`config.mk`:
```
export PLATFORM = sky130hd
export DESIGN_NAME = csi_pkt_sequencer
export DESIGN_NICKNAME = d
export VERILOG_FILES = /design/src/rtl/csi_pkt_sequencer.sv
export SDC_FILE = /design/constraint.sdc
export NUM_CORES = 1
export LEC_CHECK = 0
export ABC_CLOCK_PERIOD_IN_PS = 1900
export CAP_MARGIN = 20
export CELL_PAD_IN_SITES_DETAIL_PLACEMENT = 0
export CELL_PAD_IN_SITES_GLOBAL_PLACEMENT = 1
export CORE_MARGIN = 5
export CORE_UTILIZATION = 35
export CTS_CLUSTER_SIZE = 20
export DETAILED_ROUTE_END_ITERATION = 8
export GPL_TIMING_DRIVEN = 0
export PLACE_DENSITY = 0.79
export SYNTH_ARGS = -nofsm -noshare
export SYNTH_HDL_FRONTEND = slang
export SYNTH_SLANG_ARGS = --single-unit
```
`constraint.sdc`:
```
create_clock -name rxbyteclkhs -period 1.9 [get_ports rxbyteclkhs]
set_input_delay 0.285 -clock rxbyteclkhs [delete_from_list [all_inputs] [get_ports rxbyteclkhs]]
set_output_delay 0.285 -clock rxbyteclkhs [all_outputs]
set_load 0.005 [all_outputs]
```
`src/rtl/csi_pkt_sequencer.sv`:
```
// csi_pkt_sequencer: CSI-2 packet parser that feeds RAW10 payload words of the selected VC to a decoder.
// Ports: rxbyteclkhs/reset (sync, active-high); data_in[15:0] + data_in_valid (lane-merged bytes, [7:0] first);
//        payload_out/frame_active/line_start to the decoder; frame_valid/frame_start/frame_end framing;
//        line_count/frame_count counters; pkt_abort (gap truncation) and wc_err (word count rejected) pulses.
// Optional: define CSIRX_WC_CHECK_EN to reject RAW10 packets whose word count is not a multiple of 10.
module csi_pkt_sequencer #(
   parameter logic [1:0] VC_ID    = 2'd0,
   parameter logic [5:0] RAW10_DT = 6'h2B
) (
   input  logic        rxbyteclkhs,
   input  logic        reset,
   input  logic [15:0] data_in,
   input  logic        data_in_valid,
   output logic [15:0] payload_out,
   output logic        frame_active,
   output logic        frame_valid,
   output logic        frame_start,
   output logic        frame_end,
   output logic        line_start,
   output logic [15:0] line_count,
   output logic [15:0] frame_count,
   output logic        pkt_abort,
   output logic        wc_err
);
   typedef enum logic [2:0] {IDLE, HDR2, PAYLOAD, SKIP, CRC} state_t;
   state_t state_q, state_d;
   logic [7:0] di_q, wc_lo_q;
   logic [15:0] cnt_q, cnt_d, payload_q, payload_d, lc_q, lc_d, fc_q, fc_d;
   logic raw_q, raw_d, first_q, first_d, fa_q, fa_d, fv_q, fv_d;
   logic fs_q, fs_d, fe_q, fe_d, ls_q, ls_d, ab_q, ab_d, we_q, we_d;
   logic [15:0] wc, words;
   logic [5:0] dt;
   logic is_raw, wc_bad, accept;
   assign wc = {data_in[7:0], wc_lo_q};
   assign dt = di_q[5:0];
   assign is_raw = dt == RAW10_DT && di_q[7:6] == VC_ID && fv_q;
`ifdef CSIRX_WC_CHECK_EN
   assign wc_bad = (wc % 16'd10) != 16'd0;
`else
   assign wc_bad = 1'b0;
`endif
   assign accept = is_raw && !wc_bad && wc != 16'd0;
   // word count is in bytes, two bytes per word, rounded up
   assign words = 16'((17'(wc) + 17'd1) >> 1);
   assign payload_out = payload_q;
   assign frame_active = fa_q;
   assign frame_valid = fv_q;
   assign frame_start = fs_q;
   assign frame_end = fe_q;
   assign line_start = ls_q;
   assign line_count = lc_q;
   assign frame_count = fc_q;
   assign pkt_abort = ab_q;
   assign wc_err = we_q;
   always_ff @(posedge rxbyteclkhs) begin
      if (reset) begin
         state_q <= IDLE;
         di_q <= '0;
         wc_lo_q <= '0;
         cnt_q <= '0;
         raw_q <= 1'b0;
         first_q <= 1'b0;
         payload_q <= '0;
         fa_q <= 1'b0;
         fv_q <= 1'b0;
         fs_q <= 1'b0;
         fe_q <= 1'b0;
         ls_q <= 1'b0;
         lc_q <= '0;
         fc_q <= '0;
         ab_q <= 1'b0;
         we_q <= 1'b0;
      end else begin
         state_q <= state_d;
         if (state_q == IDLE && data_in_valid) begin
            di_q <= data_in[7:0];
            wc_lo_q <= data_in[15:8];
         end
         cnt_q <= cnt_d;
         raw_q <= raw_d;
         first_q <= first_d;
         payload_q <= payload_d;
         fa_q <= fa_d;
         fv_q <= fv_d;
         fs_q <= fs_d;
         fe_q <= fe_d;
         ls_q <= ls_d;
         lc_q <= lc_d;
         fc_q <= fc_d;
         ab_q <= ab_d;
         we_q <= we_d;
      end
   end
   always_comb begin
      state_d = state_q;
      if (!data_in_valid) state_d = IDLE;
      else case (state_q)
         IDLE:          state_d = HDR2;
         HDR2:          state_d = dt < 6'h10 ? IDLE : wc == 16'd0 ? CRC : accept ? PAYLOAD : SKIP;
         PAYLOAD, SKIP: state_d = cnt_q == 16'd1 ? CRC : state_q;
         default:       state_d = IDLE;
      endcase
   end
   always_comb begin
      cnt_d = cnt_q;
      raw_d = raw_q;
      first_d = first_q;
      payload_d = '0;
      fa_d = 1'b0;
      fv_d = fv_q;
      fs_d = 1'b0;
      fe_d = 1'b0;
      ls_d = 1'b0;
      lc_d = lc_q;
      fc_d = fc_q;
      ab_d = 1'b0;
      we_d = 1'b0;
      if (!data_in_valid) ab_d = state_q != IDLE;
      else case (state_q)
         HDR2: begin
            cnt_d = words;
            raw_d = accept;
            first_d = 1'b1;
            we_d = dt >= 6'h10 && is_raw && wc_bad;
            if (dt == 6'h00) begin
               fv_d = 1'b1;
               fs_d = 1'b1;
               lc_d = '0;
               fc_d = fc_q + 16'd1;
            end else if (dt == 6'h01 && fv_q) begin
               fv_d = 1'b0;
               fe_d = 1'b1;
            end
         end
         PAYLOAD: begin
            payload_d = data_in;
            fa_d = 1'b1;
            ls_d = first_q;
            first_d = 1'b0;
            cnt_d = cnt_q - 16'd1;
         end
         SKIP: cnt_d = cnt_q - 16'd1;
         CRC: lc_d = raw_q && lc_q != 16'hFFFF ? lc_q + 16'd1 : lc_q;
         default: ;
      endcase
   end
endmodule
```
After elaboration in Yosys (flattened, before gate mapping)
Cells that the tools add are included.

Flip-flop bits (word level): 91. Word-level logic and storage cells: 77. Output and inout port bits: 55. Input bits: 19.

Reduce and logical (&&, ||, !) cells: 28. Order comparisons: 1. Add/sub/neg operators: 4. Bitwise operators: 3. Equal/unequal tests: 11. Mux-type cells: 15.

Operator list (count): 16-bit one-hot mux with 2 select lines (2); 16-bit by 1-bit adder with 16-bit output, second input constant (2); 16-bit two-way mux (2); 16-bit by 1-bit adder with 17-bit output, second input constant (1); 16-bit by 1-bit equality test with 1-bit output, second input constant (1); 16-bit logical NOT (1); 16-bit inequality test, second input constant (1); 16-bit nonzero test (1); 16-bit by 1-bit subtractor with 16-bit output, second input constant (1); 3-bit two-way mux (3); 3-bit one-hot mux with 3 select lines (1); 2-bit nonzero test (4); 3-bit by 2-bit equality test with 1-bit output, second input constant (2); 6-bit by 1-bit equality test with 1-bit output, second input constant (1); 6-bit equality test, second input constant (1); 1-bit logical AND (6); 6-bit logical NOT (1); 6-bit by 5-bit less-than comparator with 1-bit output, second input constant (1); 1-bit two-way mux (6); 2-bit AND reduction (3); 3-bit AND reduction (2); 2-bit OR reduction (3); 3-bit OR reduction (2); 2-bit inequality test, second input constant (2); 10 further kinds (12).

Depth between registers and ports, before layout
Gate-level depths: netlist of the first run.

Depth in word-level cells: 8. Depth in mapped cells: 8. Gate-level depth less buffers: 7.

Worst setup path before layout of the first run
Ideal clock, no wire load.

Path type: register -> register. Start point: register di_q[1]. End point: register lc_q[14] (netlist: line_count[14]). Cell stages (with the launch flop): 8. Data required time: 1.768 ns. Slack: -0.087 ns. Buffers on the path: 2. Setup time: 0.132 ns. Arrival: 1.855 ns. Period minus slack after synthesis: 1.987 ns. Path through: dfxtp_1 -> nor4_4 -> a32oi_1 -> or2_1 -> buf_6 -> clkbuf_1 -> o41ai_1 -> a21oi_1.

Longest elaborated chain between the ends: 3.

RTL lines: start: declaration (line 27) `logic [7:0] di_q, wc_lo_q;`; start signal: assignment (line 76) `di_q <= data_in[7:0];`; 6-bit logical NOT (line 125) `if (dt == 6'h00) begin`; 2-bit inequality test (no line); 4-bit AND reduction (no line); end signal: assignment (line 88) `lc_q <= lc_d;`; end: declaration (line 28) `logic [15:0] cnt_q, cnt_d, payload_q, payload_d, lc_q, lc_d, fc_q, fc_d;`.

Every way passes these cells. A chain may end at the register's enable or synchronous reset.

Final worst setup path of the first run
Start point: register di_q[5]. End point: register lc_q[13] (netlist: line_count[13]).

The elaborated chain is that of the path after synthesis.

==> flow_summary.ini, run 1 <==
[synthesis]
synth_edf_count = 0
syn_avg_cell_area_um2 = 8.13
async_reset_ff_frac = 0
synth_cell_types = 54
synth.area.top_cells = dfxtp_1 42%, nand2_1 5.9%, a21oi_1 5.3%
synth_area_mm2 = 0.00435
synth_top_area_frac = 0.419
syn_inst = 535
ys.flop_type = dfxtp_1
ys_warn_count = 0
synth-seq-area-share = 0.419
synth_nets = 560
synth_area_leader_cell = dfxtp_1
ys_ff_latch = 91

[clocking]
htreeDepth = 3
cts_buffers = 9
cts_tree = done
clockBufferDepth = 2
clk_latency_ns = 0.35
cts_sinks = 91
cts.clk_slew.worst_paths_ns = 0.07
cts_root_buffer = clkbuf_16

[worst_setup_path]
crit_buf_inv = 1
cpPeakStageDelay_ns = 0.51
worstSetupPathType = flop to flop
slowest_stage = or4_1
cp-end-kind = flop
crit_family = simple AND/OR/NAND/NOR gates
startpoint_type = flop
cp.arrival_ns = 2.23
crit_required_ns = 2.19
path_cells = nor4_4, a32oi_2, or2_4, buf_6, or4_1, a21oi_2
cp_max_fo = 5

[grt]
grt_overflow = 0
grt_max_degree = 16
grt_pass1_wl_mm = 20.1
grt_usage = 0.169
grt_pass1_vias = 4016
antenna_found_initial = 0

[placed_design]
routabilityCongestion = 0.839
dpl_cell_area_mm2 = 0.00531
dp_slack_ns = -0.719
hpwl_mm = 8.80
port_buffers = 71

[final_layout]
seqCellArea_mm2 = 0.00183
num_antenna_cells = 0
drive_gt1_frac = 0.146
final_nets = 656
postLayoutCoreUtil = 0.493
final_area_mm2 = 0.00597
area_delta_synth_final_pct = 37.3
multi_input_area_mm2 = 0.00256
nFillCells = 1210

[timing]
final-setup-viol-count = 3
worst_pin_slew_ns = 0.585
setup-tns-final_ns = -0.113
clock.fmax_ghz = 0.514
finalHoldViolations = 0
slew_headroom = 0.610
finClkSkew_ns = 0.00794
report.final.slew_viol_count = 0
fin_crit_ns = 1.94
period_share = 1.02
setup_slack_ns = -0.0445
grt_setup_unrepaired = true

[detailed_routing]
antenna_left = 0
drt_iter0_markers = 242
via_per_inst = 5.29
wl_mm = 12.5
wl_per_cell_um = 15.5
drt_pass1_iterations = 4
vias = 4255
drcViolationCount = 0

[power_and_ir_drop]
leakagePower_nw = 2.06
ir_drop_mv = 0.378
p_per_area_mw_per_mm2 = 717
p_total_mw = 4.28

[floorplanning]
die_height_um = 121
rows = 40
fp.dieW_um = 121
io_pins = 74
start_util = 0.359
fp.coreArea_mm2 = 0.0121
dieArea_mm2 = 0.0148

[outcome]
violations = negative setup slack
status = complete, but fails checks

[job]
cap_violations = 0

[hold_path]
hold_class = input pin to flop
worst reg2reg max path: stages (launching register included):
cell	delay, ns
dfxtp_2	0.35
nor4_4	0.32
a32oi_2	0.16
or2_4	0.28
buf_6	0.13
or4_1	0.51
a21oi_2	0.12
layout by cell type (no fill, tap or decap), types with 6 or more instances in the layout:
cell	n
dfxtp_1	84
clkdlybuf4s50_1	69
nand2_1	68
a21oi_1	45
nor2_1	43
nand4_1	20
and2_1	19
nand3_1	19
buf_4	17
nor3_1	15
o21ai_0	15
xor2_1	15
inv_1	11
or4_1	11
xnor2_1	11
clkbuf_1	10
or3_1	10
clkbuf_16	9
nor4_1	8
a31oi_1	8
clkbuf_4	7
and4_1	6
dfxtp_2	6
cells in the mapped netlist (2+ instances only):
master,n
a211o_1,2
a211oi_1,2
a21oi_1,46
a31oi_1,9
a32oi_1,3
and2_1,19
and3_1,5
and4_1,7
buf_4,2
clkbuf_1,27
dfxtp_1,91
ha_1,6
inv_1,11
mux2i_1,3
nand2_1,68
nand2b_1,4
nand3_1,20
nand3b_1,2
nand4_1,20
nor2_1,48
nor2b_1,4
nor3_1,19
nor4_1,11
nor4b_1,3
nor4bb_1,2
o211ai_1,3
o21a_1,3
o21ai_0,15
o22ai_1,2
o311ai_0,2
o31ai_1,6
o41ai_1,2
or2_2,3
or3_1,10
or4_1,12
xnor2_1,11
xor2_1,15
path summary, 6_finish.rpt:
| kind | from | end | depth (start not counted) | slack [ns] |
|---|---|---|---|---|
| worst max-delay path | di_q[5] | line_count[13] | 6 | -0.04 |
| worst min-delay path | data_in[0] | di_q[0] | 3 | 0.31 |
| worst max register to register | di_q[5] | line_count[13] | 6 | -0.04 |
| worst min register to register | raw_q | raw_q | 2 | 0.46 |
repair_timing:
item,CTS,global route
gates resized for setup,42,34
buffers inserted,13,4
setup endpoints to repair,76,53
cloned,1,0
pin swaps,15,7
hold buffers,0,0
layer usage:
layer	share of wire	vias up	global-route usage
li1	-	2121	-
met1	0.46	2017	0.224
met2	0.48	101	0.277
met3	0.045	16	0.0266
met4	0.015	0	0.0588
met5	0	-	0
cell type report:
class                      instances  share of cell area
buffer                            25              0.0247
clock buffer                      11              0.0423
multi-input combinational        403               0.429
inverter                          11             0.00692
sequential                        91               0.307
timing repair buffer              90               0.145
clock inverter                     5             0.00985
tap                              168              0.0352
cell families (layout without fill, tap and decap cells):
logic type / after synthesis / in the layout / synth area share
simple gates: 264 / 264 / 0.320
compound gates: 102 / 102 / 0.142
flops: 91 / 91 / 0.419
buf+inv: 41 / 142 / 0.0388
xor+xnor: 26 / 26 / 0.0524
fa+ha+maj: 6 / 6 / 0.0173
mux: 4 / 4 / 0.00950
other cells: 1 / 1 / 0.000862
flip-flops by register name, indices dropped and copies added (netlist names):
name and cells:
di_q 8, cnt_q 16, payload_out 16, frame_count 16
frame_active 1, frame_end 1, state_q 3, line_start 1
line_count 16, first_q 1, frame_start 1, wc_lo_q 8
raw_q 1, frame_valid 1, pkt_abort 1
report_power, final:
part,internal [mW],switching (mW)
Combinational,0.176,0.238
Clock,1.09,0.783
Sequential,1.95,0.0464
per-stage QoR:
| stage | cells | hold slack (ns) |
|---|---|---|
| after floorplan | 535 | 0.364 |
| final | 804 | 0.309 |
| after global placement | 774 | 0.448 |
| after CTS | 804 | 0.364 |
| after detailed placement | 775 | 0.454 |
| after global routing | 804 | 0.347 |
No activity file was read; power rests on OpenSTA's default activity.
==> run 2: changes to the inputs <==
==> config.mk (replaced) <==
export PLATFORM = sky130hd
export DESIGN_NAME = csi_pkt_sequencer
export DESIGN_NICKNAME = d
export VERILOG_FILES = /design/src/rtl/csi_pkt_sequencer.sv
export SDC_FILE = /design/constraint.sdc
export NUM_CORES = 1
export LEC_CHECK = 0
export ABC_CLOCK_PERIOD_IN_PS = 1900
export CAP_MARGIN = 20
export CORE_ASPECT_RATIO = 0.75
export CORE_MARGIN = 5
export CORE_UTILIZATION = 48
export CTS_CLUSTER_SIZE = 20
export DETAILED_ROUTE_END_ITERATION = 8
export GPL_TIMING_DRIVEN = 0
export PLACE_DENSITY = 0.8
export SYNTH_ARGS = -nofsm -noshare
export SYNTH_HDL_FRONTEND = slang
export SYNTH_SLANG_ARGS = --single-unit
==> run 2 against run 1 <==
Critical endpoint is now line_count[11]. Die area decreased by 25%. Global-route usage is 5.7 points higher. Register-to-register slack worse by 0.14 ns. The flow still finishes with violations (negative setup slack).
==> flow_summary.ini, run 2 (synthesis gave the netlist of run 1 again) <==
[detailed_routing]
antenna_left = 0
drt_iter0_markers = 484
wl_mm = 13.2
drt_pass1_iterations = 7
drcViolationCount = 0
wl_per_cell_um = 17.6
via_per_inst = 6.00
vias = 4516

[floorplanning]
die_height_um = 92.4
start_util = 0.487
fp.dieW_um = 120
io_pins = 74
rows = 30
dieArea_mm2 = 0.0111
fp.coreArea_mm2 = 0.00893

[grt]
grt_pass1_vias = 4144
antenna_found_initial = 0
grt_overflow = 0
grt_max_degree = 16
grt_usage = 0.225
grt_pass1_wl_mm = 20.6

[placed_design]
port_buffers = 71
dpl_cell_area_mm2 = 0.00523
hpwl_mm = 8.76
routabilityCongestion = 0.887

[hold_path]
hold_end = di_q[1]
hp-start = data_in[1]
hold_class = input pin to flop
whs_path_depth = 3

[clocking]
cts_root_buffer = clkbuf_16
cts.clk_slew.worst_paths_ns = 0.07
cts_sinks = 91
clockBufferDepth = 2
cts_buffers = 9
clk_latency_ns = 0.34
cts_tree = done
htreeDepth = 3
hold_buffers = 0

[worst_setup_path]
cp-end-kind = flop
crit_required_ns = 2.19
cp.arrival_ns = 2.37
slowest_stage = or4_4
worstSetupPathType = flop to flop
cpPeakStageDelay_ns = 0.48
path_cells = buf_4, nor4_4, a32oi_2, or2_4, buf_6, or4_4, a21oi_2
r2r_cells = 7
cp_max_fo = 5
r2r-start = di_q[2]
startpoint_type = flop
crit_buf_inv = 2
r2r_end = line_count[11]
r2r_slack_ns = -0.19
crit_family = simple AND/OR/NAND/NOR gates

[final_layout]
final_common_cell = dfxtp_1
layout_common_cells = 79 x dfxtp_1, 69 x clkdlybuf4s50_1, 67 x nand2_1
drive_gt1_frac = 0.195
num_antenna_cells = 0
final_nets = 662
area_delta_synth_final_pct = 41.2
final_area_mm2 = 0.00614

[timing]
finalHoldViolations = 0
setup_slack_ns = -0.188
clock.fmax_ghz = 0.479
fin_crit_ns = 2.09
slew_headroom = 0.567
report.final.slew_viol_count = 0
setup-tns-final_ns = -1.31
finClkSkew_ns = 0.00685
grt_setup_unrepaired = true
worst_pin_slew_ns = 0.650
period_share = 1.10
final-setup-viol-count = 16

[power_and_ir_drop]
leakagePower_nw = 2.12
ir_drop_mv = 0.445
p_per_area_mw_per_mm2 = 694

[outcome]
status = complete, but fails checks
violations = negative setup slack

[job]
cap_violations = 0
==> run 2: final cells by class <==
class / count / area, µm²
buffer: 27 / 185
clock inverter: 5 / 63.8
fill: 665 / 2800
clock buffer: 10 / 229
inverter: 11 / 41.3
sequential: 91 / 1840
tap: 112 / 140
timing repair buffer: 94 / 892
multi-input combinational: 403 / 2740
==> run 2: where the power goes <==
part	switching, mW	total [mW]	leakage [nW]	internal [mW]
clock network	0.778	1.80	0.133	1.02
logic	0.265	0.464	1.25	0.199
registers	0.0491	1.99	0.743	1.94
total	1.09	4.26	2.12	3.17
==> run 2: what timing repair did <==
action	in CTS	in global routing
setup endpoints to repair	79	58
setup buffers	10	12
cloned	1	0
pin swaps	20	28
gates resized for setup	56	68
==> run 2: tightest hold or removal path: cells and delay by family <==
family	cells	cell delay (ns)
buffers and inverters	1	0.20
AND/OR/NAND/NOR	1	0.10
AO/OA/AOI/OAI	1	0.06
==> run 2: worst max-delay path by stage <==
stage / startpoint / cells after the start / slack (ns) / end
finish: di_q[2] / 7 / -0.19 / line_count[11]
CTS: state_q[0] / 7 / -0.14 / frame_count[15]
global route: di_q[2] / 6 / -0.25 / frame_count[15]
global placement: data_in_valid / 7 / -0.67 / frame_count[15]
detailed placement: data_in_valid / 7 / -0.78 / frame_count[15]
floorplan: state_q[2] / 7 / -0.02 / frame_count[15]
==> run 2: routing by layer <==
layer,vias up,GRT usage,wire (µm)
met5,-,0,0
met3,37,0.0501,943
li1,2128,-,-
met4,0,0.0858,329
met1,2149,0.307,5960
met2,202,0.349,6010
==> run 2: through the flow <==
step	total power, mW	hold WS, ns	utilization	worst slack, ns	instances
6_report	4.26	0.349	0.687	-0.188	753
3_5_place_dp	2.38	0.451	0.585	-0.779	718
3_3_place_gp	2.37	0.443	0.585	-0.672	718
5_1_grt	4.38	0.372	0.687	-0.250	753
4_1_cts	4.20	0.361	0.650	-0.139	741
2_1_floorplan	2.24	0.364	-	-0.0190	535
